===== config.mk =====
export PLATFORM = sky130hd
export DESIGN_NAME = scrambler_link_sequencer
export DESIGN_NICKNAME = d
export VERILOG_FILES = /design/src/rtl/scrambler_ctrl_pkg.sv /design/src/rtl/mod_counter.sv /design/src/rtl/scrambler_link_sequencer.sv
export SDC_FILE = /design/constraint.sdc
export NUM_CORES = 1
export LEC_CHECK = 0
export BUFFER_PORTS_ARGS = -buffer_cell sky130_fd_sc_hd__buf_2
export CORE_MARGIN = 2
export CORE_UTILIZATION = 40
export CTS_CLUSTER_DIAMETER = 80
export DETAILED_ROUTE_END_ITERATION = 7
export PLACE_DENSITY = 0.69
export SETUP_SLACK_MARGIN = 0.4
export SLEW_MARGIN = 20
export SYNTH_ARGS = -nofsm -noshare
export SYNTH_HDL_FRONTEND = slang
export SYNTH_HIERARCHICAL = 1
export SYNTH_SLANG_ARGS = --single-unit

===== constraint.sdc =====
create_clock -name clk -period 2.61 [get_ports clk]
set_input_delay 0.522 -clock clk [delete_from_list [all_inputs] [get_ports clk]]
set_output_delay 0.522 -clock clk [all_outputs]
set_load 0.1 [all_outputs]

===== src/rtl/scrambler_ctrl_pkg.sv =====
// rtl/scrambler_ctrl_pkg.sv - shared types and constants for the scrambler link sequencer
package scrambler_ctrl_pkg;

  localparam int DATA_W = 30;

  localparam logic [DATA_W-1:0] DEF_TRAIN_WORD = 30'h2AAAAAAA;
  localparam logic [DATA_W-1:0] DEF_SYNC_WORD  = 30'h3C0F0F0F;
  localparam logic [DATA_W-1:0] DEF_IDLE_WORD  = 30'h00000000;

  typedef enum logic [1:0] {
    RESEED = 2'd0,
    TRAIN  = 2'd1,
    RUN    = 2'd2
  } link_state_e;

endpackage


===== src/rtl/mod_counter.sv =====
// rtl/mod_counter.sv - modulo-MOD counter with synchronous clear and terminal-count flag
module mod_counter #(
  parameter int MOD = 4,
  parameter int W   = $clog2(MOD)
) (
  input  logic         clk,
  input  logic         rst_n,
  input  logic         clear,
  input  logic         enable,
  output logic [W-1:0] count,
  output logic         last
);

  logic [W-1:0] r_count;

  assign count = r_count;
  assign last  = (r_count == W'(MOD - 1));

  // Wrap is an explicit compare so non-power-of-2 moduli roll over correctly
  always_ff @(posedge clk or negedge rst_n) begin
    if (!rst_n) begin
      r_count <= '0;
    end else if (clear) begin
      r_count <= '0;
    end else if (enable) begin
      r_count <= last ? '0 : r_count + 1'b1;
    end
  end

endmodule


===== src/rtl/scrambler_link_sequencer.sv =====
// rtl/scrambler_link_sequencer.sv - reseed/train/run frame sequencer feeding one scrambler link
module scrambler_link_sequencer
  import scrambler_ctrl_pkg::*;
#(
  parameter int                TRAIN_FRAMES = 16,
  parameter int                SYNC_PERIOD  = 64,
  parameter logic [DATA_W-1:0] TRAIN_WORD   = DEF_TRAIN_WORD,
  parameter logic [DATA_W-1:0] SYNC_WORD    = DEF_SYNC_WORD,
  parameter logic [DATA_W-1:0] IDLE_WORD    = DEF_IDLE_WORD
) (
  input  logic              clk,
  input  logic              rst_n,
  input  logic [DATA_W-1:0] in_data,
  input  logic              in_valid,
  output logic              in_ready,
  input  logic              resync,
  output logic [DATA_W-1:0] out_data,
  output logic              out_scramble_en,
  output logic              scr_rst_n,
  output logic              link_up,
  output logic              sync_pulse
);

  localparam int TCW = $clog2(TRAIN_FRAMES + 1);
  localparam int SCW = $clog2(SYNC_PERIOD);

  link_state_e       r_state;
  link_state_e       w_next_state;
  logic              r_resync_d;
  logic              w_resync;
  logic              w_xfer;
  logic [TCW-1:0]    w_train_cnt;
  logic              w_train_last;
  logic [SCW-1:0]    w_slot_cnt;
  logic              w_slot_last;

  logic [DATA_W-1:0] r_out_data,  w_out_data;
  logic              r_out_en,    w_out_en;
  logic              r_scr_rst_n, w_scr_rst_n;
  logic              r_in_ready,  w_in_ready;
  logic              r_link_up,   w_link_up;
  logic              r_sync,      w_sync;

  assign w_resync = resync & ~r_resync_d;
  assign w_xfer   = in_valid & r_in_ready;

  mod_counter #(.MOD(TRAIN_FRAMES), .W(TCW)) u_train_cnt (
    .clk    (clk),
    .rst_n  (rst_n),
    .clear  (w_resync | (r_state != TRAIN) | w_train_last),
    .enable (1'b1),
    .count  (w_train_cnt),
    .last   (w_train_last)
  );

  // Slot counter steps 0->1 on the last training frame so the first RUN output is slot 1
  mod_counter #(.MOD(SYNC_PERIOD), .W(SCW)) u_slot_cnt (
    .clk    (clk),
    .rst_n  (rst_n),
    .clear  (w_resync | (r_state == RESEED) | ((r_state == TRAIN) & ~w_train_last)),
    .enable (1'b1),
    .count  (w_slot_cnt),
    .last   (w_slot_last)
  );

  always_ff @(posedge clk or negedge rst_n) begin
    if (!rst_n) begin
      r_state    <= RESEED;
      r_resync_d <= 1'b0;
    end else begin
      r_state    <= w_next_state;
      r_resync_d <= resync;
    end
  end

  always_comb begin
    w_next_state = r_state;
    case (r_state)
      RESEED:  w_next_state = TRAIN;
      TRAIN:   if (w_train_last) w_next_state = RUN;
      RUN:     w_next_state = RUN;
      default: w_next_state = RESEED;
    endcase
    if (w_resync) w_next_state = RESEED;
  end

  // Computes the next cycle's outputs; in_ready looks one further slot ahead
  always_comb begin
    w_out_data  = '0;
    w_out_en    = 1'b0;
    w_scr_rst_n = 1'b1;
    w_in_ready  = 1'b0;
    w_link_up   = 1'b0;
    w_sync      = 1'b0;
    case (w_next_state)
      RESEED: w_scr_rst_n = 1'b0;
      TRAIN: begin
        w_out_data = TRAIN_WORD;
        w_in_ready = (r_state == TRAIN) ? (int'(w_train_cnt) + 2 == TRAIN_FRAMES)
                                        : (TRAIN_FRAMES == 1);
      end
      RUN: begin
        w_link_up  = 1'b1;
        w_in_ready = (r_state == RUN) ? (int'(w_slot_cnt) + 2 != SYNC_PERIOD)
                                      : (SYNC_PERIOD != 2);
        if ((r_state == RUN) && w_slot_last) begin
          w_out_data = SYNC_WORD;
          w_sync     = 1'b1;
        end else begin
          w_out_en   = 1'b1;
          w_out_data = w_xfer ? in_data : IDLE_WORD;
        end
      end
      default: w_scr_rst_n = 1'b0;
    endcase
  end

  always_ff @(posedge clk or negedge rst_n) begin
    if (!rst_n) begin
      r_out_data  <= '0;
      r_out_en    <= 1'b0;
      r_scr_rst_n <= 1'b0;
      r_in_ready  <= 1'b0;
      r_link_up   <= 1'b0;
      r_sync      <= 1'b0;
    end else begin
      r_out_data  <= w_out_data;
      r_out_en    <= w_out_en;
      r_scr_rst_n <= w_scr_rst_n;
      r_in_ready  <= w_in_ready;
      r_link_up   <= w_link_up;
      r_sync      <= w_sync;
    end
  end

  assign out_data        = r_out_data;
  assign out_scramble_en = r_out_en;
  assign scr_rst_n       = r_scr_rst_n;
  assign in_ready        = r_in_ready;
  assign link_up         = r_link_up;
  assign sync_pulse      = r_sync;

endmodule

# Word-level counts from Yosys, hierarchy flattened
# Index checks and enable logic that the tools add are counted.
totals:
  reg_bits: 49
  input_bits: 34
  out_inout_bits: 35
  wordCells: 54
op_classes:
  n_addsub: 4
  n_eq_ne: 9
  muxes: 19
  bitwise: 9
  reduce_logical: 3
ops:
  columns: ["cell", "count"]
  rows:
  - ["30-bit two-way mux", 2]
  - ["30-bit one-hot mux with 2 select lines", 1]
  - ["6-bit two-way mux", 2]
  - ["5-bit two-way mux", 2]
  - ["1-bit two-way mux", 8]
  - ["6-bit by 2-bit adder with 7-bit output, second input constant", 1]
  - ["7-bit != test, second input constant", 1]
  - ["5-bit by 2-bit adder with 6-bit output, second input constant", 1]
  - ["6-bit by 1-bit adder with 6-bit output, second input constant", 1]
  - ["6-bit by 5-bit equality test with 1-bit output, second input constant", 1]
  - ["6-bit equality test, second input constant", 1]
  - ["2-bit one-hot mux with 3 select lines", 1]
  - ["5-bit by 1-bit adder with 5-bit output, second input constant", 1]
  - ["5-bit by 4-bit equality test with 1-bit output, second input constant", 1]
  - ["2-bit by 1-bit equality test with 1-bit output, second input constant", 2]
  - ["2-bit equality test, second input constant", 2]
  - ["2-bit two-way mux", 2]
  - ["1-bit OR", 4]
  - ["1-bit AND", 3]
  - ["2-bit zero test", 1]
  - ["2-bit by 1-bit != test with 1-bit output, second input constant", 1]
  - ["1-bit NOT", 2]
  - ["1-bit one-hot mux with 2 select lines", 1]
  - ["2-bit OR reduction", 1]
  - ["1-bit logical AND", 1]

# Longest topological paths before layout
# Gate-level depths: netlist (run 1).
depth:
  word_depth: 7
  ltp_mapped: 12
  depth_no_buf: 10

# Modules after synthesis
# The synthesis (run 1) kept the hierarchy.
modules_own_cells:
  columns: ["mod", "n_inst", "cells_each", "area_each_um2", "seq_area_each_um2"]
  rows:
  - ["scrambler_link_sequencer", 1, 108, 1456.4, 950.9]
  - ["mod_counter at u_slot_cnt", 1, 32, 320.3, 150.1]
  - ["mod_counter at u_train_cnt", 1, 24, 247.7, 125.1]

# Least setup slack after synthesis (run 1)
# Ideal clock, no wire load.
synth_timing:
  path_kind: "register -> register"
  from: "reg u_train_cnt.r_count[0] (netlist: u_train_cnt/count[0])"
  to: "reg r_out_data[13] (netlist: out_data[13])"
  setup_time_ps: 118
  arrival_ps: 2174
  path_slack_ps: 318
  path_stages_with_launch: 13
  path_buffers: 2
  synth_period_minus_slack_ps: 2292
  cell_sequence: "dfrtp_1 ha_1 nand4b_1 inv_1 a21o_1 nand2_1 a21oi_1 ha_1 and4b_1 clkbuf_2 and2_4 buf_6 a21o_1"
synth_via:
  elab_chain_cells: 6
synth_rtl:
  columns: ["element", "line_no", "text"]
  rows:
  - ["start, declared", "mod_counter.sv:14", "logic [W-1:0] r_count;"]
  - ["start signal, assigned", "mod_counter.sv:26", "r_count <= last ? '0 : r_count + 1'b1;"]
  - ["5-bit by 4-bit equality test with 1-bit output *", "mod_counter.sv:17", "assign last = (r_count == W'(MOD - 1));"]
  - ["net w_train_last", "scrambler_link_sequencer.sv:33", "logic w_train_last;"]
  - ["2-bit two-way mux *", "scrambler_link_sequencer.sv:80", "TRAIN: if (w_train_last) w_next_state = RUN;"]
  - ["2-bit one-hot mux with 3 select lines *", "scrambler_link_sequencer.sv:78", "case (r_state)"]
  - ["2-bit two-way mux *", "scrambler_link_sequencer.sv:84", "if (w_resync) w_next_state = RESEED;"]
  - ["net w_next_state[1]", "scrambler_link_sequencer.sv:28", "link_state_e w_next_state;"]
  - ["2-bit equality test / 2-bit by 1-bit equality test with 1-bit output (equally long branches)", "scrambler_link_sequencer.sv:95", "case (w_next_state)"]
  - ["30-bit one-hot mux with 2 select lines *", "scrambler_link_sequencer.sv:95", null]
  - ["net w_out_data[13]", "scrambler_link_sequencer.sv:37", "logic [DATA_W-1:0] r_out_data, w_out_data;"]
  - ["end signal, assigned", "scrambler_link_sequencer.sv:127", "r_out_data <= w_out_data;"]
  - ["end, declared", "scrambler_link_sequencer.sv:37", null]
# The timed path passes the listed nets; every way through them passes the cells marked *.

# Final worst setup path (run 1)
layout_timing:
  from: "reg u_train_cnt.r_count[1] (netlist: u_train_cnt/count[1])"
  to: "reg r_out_data[13] (netlist: out_data[13])"
# Same word-level chain as after synthesis.

==> results.toml, run 1 <==
[drt]
drtAntennaViolNets = 0
viasPerCell = 4.698
wl_per_cell_um = 12.69
dr_wl_met2_mm = 1.965
remaining_drc_errors = 0
topRoutingLayerUsed = "met4"
drt_iter0_markers = 105
drt_wl_total_mm = 4.034
wl_met1_mm = 1.734
num_vias = 1494
dr.pass1.iters = 4
wl_met3_um = 289

[floorplan]
die_w_um = 75.14
core-area_mm2 = 0.004817
die_h_um = 75.14
start_util_pct = 42.03
ios = 69
dieArea_mm2 = 0.005646
rows = 25

[worst_setup_path]
critical_path_class = "flop to flop"
crit_path_max_fanout = 7
timing.rr.end = "out_data[13]"
required_ns = 2.85
timing.rr.start = "u_train_cnt/count[1]"
reg2regPathDepth = 10
rrSetupSlack_ns = 0.50
crit_slowest_cell = "dfrtp_1"
cp.arrival_ns = 2.34
slowest_delay_ns = 0.37
crit_path_end_kind = "flop"
cp_common_cell = "a21o_1"
path_delay_family = "simple AND/OR/NAND/NOR gates"
crit_path_cell_trace = "ha_2, nand4b_1, inv_2, a21o_1, nand2_4, a21oi_4, ha_4, and4b_2, and2_4, a21o_1"
timing.critical_path.buf_inv = 1
startpoint_type = "flop"

[clock_tree]
clk_pin_slew_ns = 0.08
hold_buffers = 0
cts_tree = "built"
cts.sinks = 49
cts_buffers = 5
root_buffer = "clkbuf_8"
h-tree-depth = 2
cts.path.max_buffers = 2
clk_latency_ns = 0.30

[cells_and_area]
fin_nets = 291
design_area_mm2 = 0.002656
multi_input_area_um2 = 799.5
diodes = 0
fillers = 426
final_cell_mix = "buf_2 (69), dfrtp_1 (49), a21o_1 (25)"
final_common_cell = "buf_2"
final-seq-area_mm2 = 0.001226
post-route-util_pct = 55.14
syn2layout_area_growth_pct = 31.21
drive_above_1_share_pct = 38.25

[power]
p_per_area_mw_per_mm2 = 589.4
peakVddDrop_mv = 0.1951
p_leak_nw = 1.550
total_power_mw = 1.566

[yosys]
ys_types = 38
ys_seq_elements = 49
syn_area_mm2 = 0.002024
ys_warn_count = 6
avgSynthCellArea_um2 = 12.34
synth_edf_count = 0
synthCells = 164
ys.flop_type = "dfrtp_1"
synthArstFlopShare_pct = 100.0
seq_area_frac_synth_pct = 60.57

[worst_hold_path]
hold_class = "primary input to async pin"

[placement]
dp_hpwl_mm = 2.857
portBuffers = 68
place_area_mm2 = 0.002472
place.gp.congestion = 0.8432

[global_routing]
antenna_found_initial = 0
overflow = 0
grt_max_degree = 34
grt_pass1_vias = 1408
grt_pass1_wl_mm = 6.472
grt_usage_pct = 14.97

[run]
drv_cap = 0

[timing]
skew_ns = 0.007697
slew_violations = 0
fin_crit_ns = 2.105
final.setup.tns_ns = 0
setup_viol = 0
hold_viol = 0
min_period_over_period_pct = 80.66
max_freq_mhz = 475.0
rsz0062_at_grt = "false"

[run_status]
outcome = "completed"
synthesized netlist by cell type, types with 2 or more instances:
| cell | instances | share of area, % |
|---|---|---|
| nand3b_1 | 2 | 0.74 |
| nand2_1 | 6 | 1.1 |
| dfrtp_1 | 49 | 61 |
| nand3_1 | 5 | 1.2 |
| buf_2 | 2 | 0.49 |
| and3_1 | 9 | 2.8 |
| xor2_1 | 4 | 1.7 |
| a21o_1 | 25 | 9.3 |
| nand2b_1 | 5 | 1.5 |
| inv_1 | 5 | 0.93 |
| and4b_1 | 3 | 1.5 |
| nand4_1 | 3 | 0.93 |
| a31oi_1 | 2 | 0.62 |
| nor2_1 | 6 | 1.1 |
| a21oi_1 | 6 | 1.5 |
| nand4b_1 | 3 | 1.3 |
| ha_1 | 6 | 3.7 |
| buf_4 | 2 | 0.74 |
| nor2b_1 | 2 | 0.62 |
metrics by stage:
| step | hold WS, ns | instances | setup slack [ns] |
|---|---|---|---|
| after floorplan | 0.2264 | 172 | 0.4017 |
| after detailed placement | 0.4683 | 304 | 0.2366 |
| after CTS | 0.1469 | 314 | 0.4024 |
| after global placement | 0.4638 | 304 | 0.3119 |
| after global routing | 0.1449 | 318 | 0.4059 |
| final | 0.1294 | 318 | 0.5049 |
kinds of logic (layout without fill, tap and decap cells):
family | Yosys count | after routing | share of synthesized area (%)
DFF | 49 | 49 | 60.57
buffers and inverters | 12 | 91 | 3.151
other | 1 | 9 | 0.1852
adders and majority gates | 6 | 6 | 3.708
xor gates and xnor gates | 4 | 4 | 1.730
muxes | 1 | 1 | 0.4945
AOI/OAI and AO/OA | 39 | 39 | 13.78
and+or+nand+nor | 52 | 52 | 16.38
repair_timing:
item                       CTS  global route
buffers inserted             3             3
resized for setup            1             5
hold endpoints to repair     0             0
cloned                       0             1
setup endpoints to repair   30            30
worst register-to-register path, delay by kind of cell (launching register included):
kind / cells / cell delay (ns)
AO/OA/AOI/OAI: 3 / 0.43
adder cells (fa/ha/maj): 2 / 0.42
buffers and inverters: 1 / 0.10
flip-flops: 1 / 0.37
AND/OR/NAND/NOR: 4 / 0.73
where the power goes:
group          leakage [nW]  internal, mW  total, mW  switching (mW)
Combinational         0.863        0.0612      0.258           0.197
Sequential            0.634         0.782      0.791         0.00886
Clock                0.0540         0.279      0.517           0.239
final cells by class:
class,instances,area share (%)
multi-input cells,111,30.10
flip-flops and latches,49,46.16
clock buffers,5,2.591
clock inverters,2,1.319
repair buffers,79,15.97
inverters,5,0.7065
well taps,67,3.156
metal layers:
metal | vias to the layer above | track usage, %
li1 | 741 | -
met1 | 701 | 18.84
met2 | 48 | 25.15
met3 | 4 | 3.748
met4 | 0 | 5.263
met5 | - | 0
flip-flops by register name (all words and copies together), names as in the netlist, 2 cells and up:
name               count
out_data              30
u_slot_cnt/count       6
r_state                2
u_train_cnt/count      5
worst max-delay path by stage:
stage / startpoint / to / slack, ns / cells past startpoint
global placement: u_train_cnt/count[1] / out_data[20] / 0.31 / 10
CTS: u_train_cnt/count[1] / out_data[6] / 0.40 / 10
floorplan: u_train_cnt/count[1] / out_data[13] / 0.40 / 12
finish: u_train_cnt/count[1] / out_data[13] / 0.50 / 10
detailed placement: u_train_cnt/count[1] / out_data[6] / 0.24 / 10
global route: u_train_cnt/count[1] / out_data[23] / 0.41 / 10
Note: power is estimated with default switching activity, not from simulation.
==> run 2: changes to the inputs <==
PLACE_DENSITY = 0.72   (was 0.69)
clock period = 1.8 ns   (was 2.61 ns; I/O delays follow)
==> run 2 against run 1 <==
Net effect: the flow now finishes with violations (negative hold slack, negative setup slack); sequential share of layout area shrank 6.4 points; total power grew 42%; clock-buffer cell count grew 1; clock power grew 25%; final cell count grew 9.4%; setup slack lost 0.81 ns; fmax is essentially flat; clock skew grew 0.0036 ns; die area is the same; global-route usage grew 3.1 points; critical endpoint is now out_data[23].
==> results.toml, run 2 (synthesis gave the netlist of run 1 again) <==
[worst_setup_path]
startpoint_type = "flop"
rrSetupSlack_ns = -0.31
timing.rr.start = "u_train_cnt/count[0]"
timing.rr.end = "out_data[23]"
crit_path_end = "out_data[23]"
reg2regPathDepth = 10
cp.arrival_ns = 2.36
crit_path_max_fanout = 7
crit_path_end_kind = "flop"
required_ns = 2.05
critical_path_class = "flop to flop"
startpoint = "u_train_cnt/count[0]"

[placement]
dp.cells = 324
dp_hpwl_mm = 3.174
place.gp.congestion = 0.8719
place_area_mm2 = 0.002635
dp_slack_ns = -0.2947
portBuffers = 68

[timing]
max_freq_mhz = 474.7
fin_ws_ns = -0.3064
min_period_over_period_pct = 117.0
slew_violations = 0
rsz0062_at_grt = "true"
hold_slack_ns = -0.01542
fin_crit_ns = 2.106
hold_viol = 13
setup_viol = 34
final.setup.tns_ns = -9.009
skew_ns = 0.01126

[floorplan]
ios = 69
rows = 25
die_h_um = 75.14
core-area_mm2 = 0.004817
dieArea_mm2 = 0.005646
die_w_um = 75.14
start_util_pct = 42.03

[drt]
num_vias = 1681
remaining_drc_errors = 0
drtAntennaViolNets = 0
drt_wl_total_mm = 5.087
drt_iter0_markers = 79
wl_per_cell_um = 14.62
viasPerCell = 4.830
dr.pass1.iters = 4

[cells_and_area]
final_cell_mix = "buf_4 (55), dfrtp_1 (49), buf_2 (34), a21o_1 (25), buf_6 (17)"
multi_input_area_um2 = 869.6
fillers = 384
drive_above_1_share_pct = 48.75
final_cells = 348
design_area_mm2 = 0.003080
post-route-util_pct = 63.95
final_common_cell = "buf_4"
final-seq-area_mm2 = 0.001226
syn2layout_area_growth_pct = 52.16
largest_reg_flops = 30
fin_nets = 320
diodes = 0

[worst_hold_path]
hold_class = "primary input to async pin"

[power]
p_leak_nw = 1.729
sw_frac_of_total_pct = 31.07
pwr-share-clk_pct = 29.1
seqPwrFrac_pct = 51.6
peakVddDrop_mv = 0.3331
total_power_mw = 2.224
power_frac_comb_pct = 19.3
switchingPower_uw = 691.0
p_per_area_mw_per_mm2 = 722.0
intPower_mw = 1.533

[clock_tree]
root_buffer = "clkbuf_8"
hold_buffers = 0
clk_pin_slew_ns = 0.09
cts.path.max_buffers = 2
h-tree-depth = 2
cts.sinks = 49
cts_tree = "built"
cts_buffers = 5
clk_latency_ns = 0.31

[global_routing]
overflow = 0
grt_pass1_vias = 1668
grt_usage_pct = 18.09
grt_pass1_wl_mm = 7.590
antenna_found_initial = 0
grt_max_degree = 33

[run]
drv_cap = 0

[run_status]
outcome = "finished with violations"
failed_checks = "negative hold slack, negative setup slack"
run 2: layer usage:
| layer | part of all wire, % | wire (µm) | global-route usage (%) | vias to the layer above |
|---|---|---|---|---|
| li1 | - | - | - | 805 |
| met1 | 41 | 2104 | 21.64 | 813 |
| met2 | 52 | 2666 | 32.16 | 54 |
| met3 | 4.4 | 222 | 3.481 | 9 |
| met4 | 1.8 | 93 | 7.018 | 0 |
| met5 | 0 | 0 | 0 | - |
run 2: worst min-delay path by stage:
stage	slack (ns)	from	cells after the start	end
after floorplan	0.06	rst_n	0	in_ready
after global placement	0.32	rst_n	1	out_data[5]
after detailed placement	0.33	rst_n	1	out_data[21]
after CTS	0.002	rst_n	1	out_data[7]
after global routing	0.02	rst_n	1	out_data[7]
final	-0.02	rst_n	1	u_slot_cnt/count[2]
run 2: final cells by class:
cell class	instances	area share, %
Inverter	5	0.6093
Multi-Input combinational cell	112	28.23
Sequential cell	49	39.81
Clock buffer	6	2.356
Clock inverter	2	0.4874
Timing Repair Buffer	107	25.79
Tap cell	67	2.721
run 2: timing repair:
item	in CTS	in global routing
endpoints found under the setup margin	71	47
gates resized for setup	46	26
pin swaps	12	21
buffers inserted	11	3
gates cloned	2	0
run 2: worst max-delay path, cell delays in order, from the launching register on:
cell and delay, ns:
dfrtp_1 0.37, ha_2 0.19, nand4b_1 0.13, inv_2 0.10
a21o_1 0.12, nand2_2 0.07, a21oi_4 0.15, ha_4 0.23
and4b_2 0.36, and2_4 0.20, a21o_1 0.12
run 2: power by group through the flow:
stage               logic (mW)  registers, mW  clock network, mW
CTS                      0.415           1.15              0.652
finish                   0.429           1.15              0.647
detailed placement       0.390           1.17                  0
floorplan               0.0610           1.37                  0
global placement         0.386           1.17                  0
global route             0.453           1.15              0.704
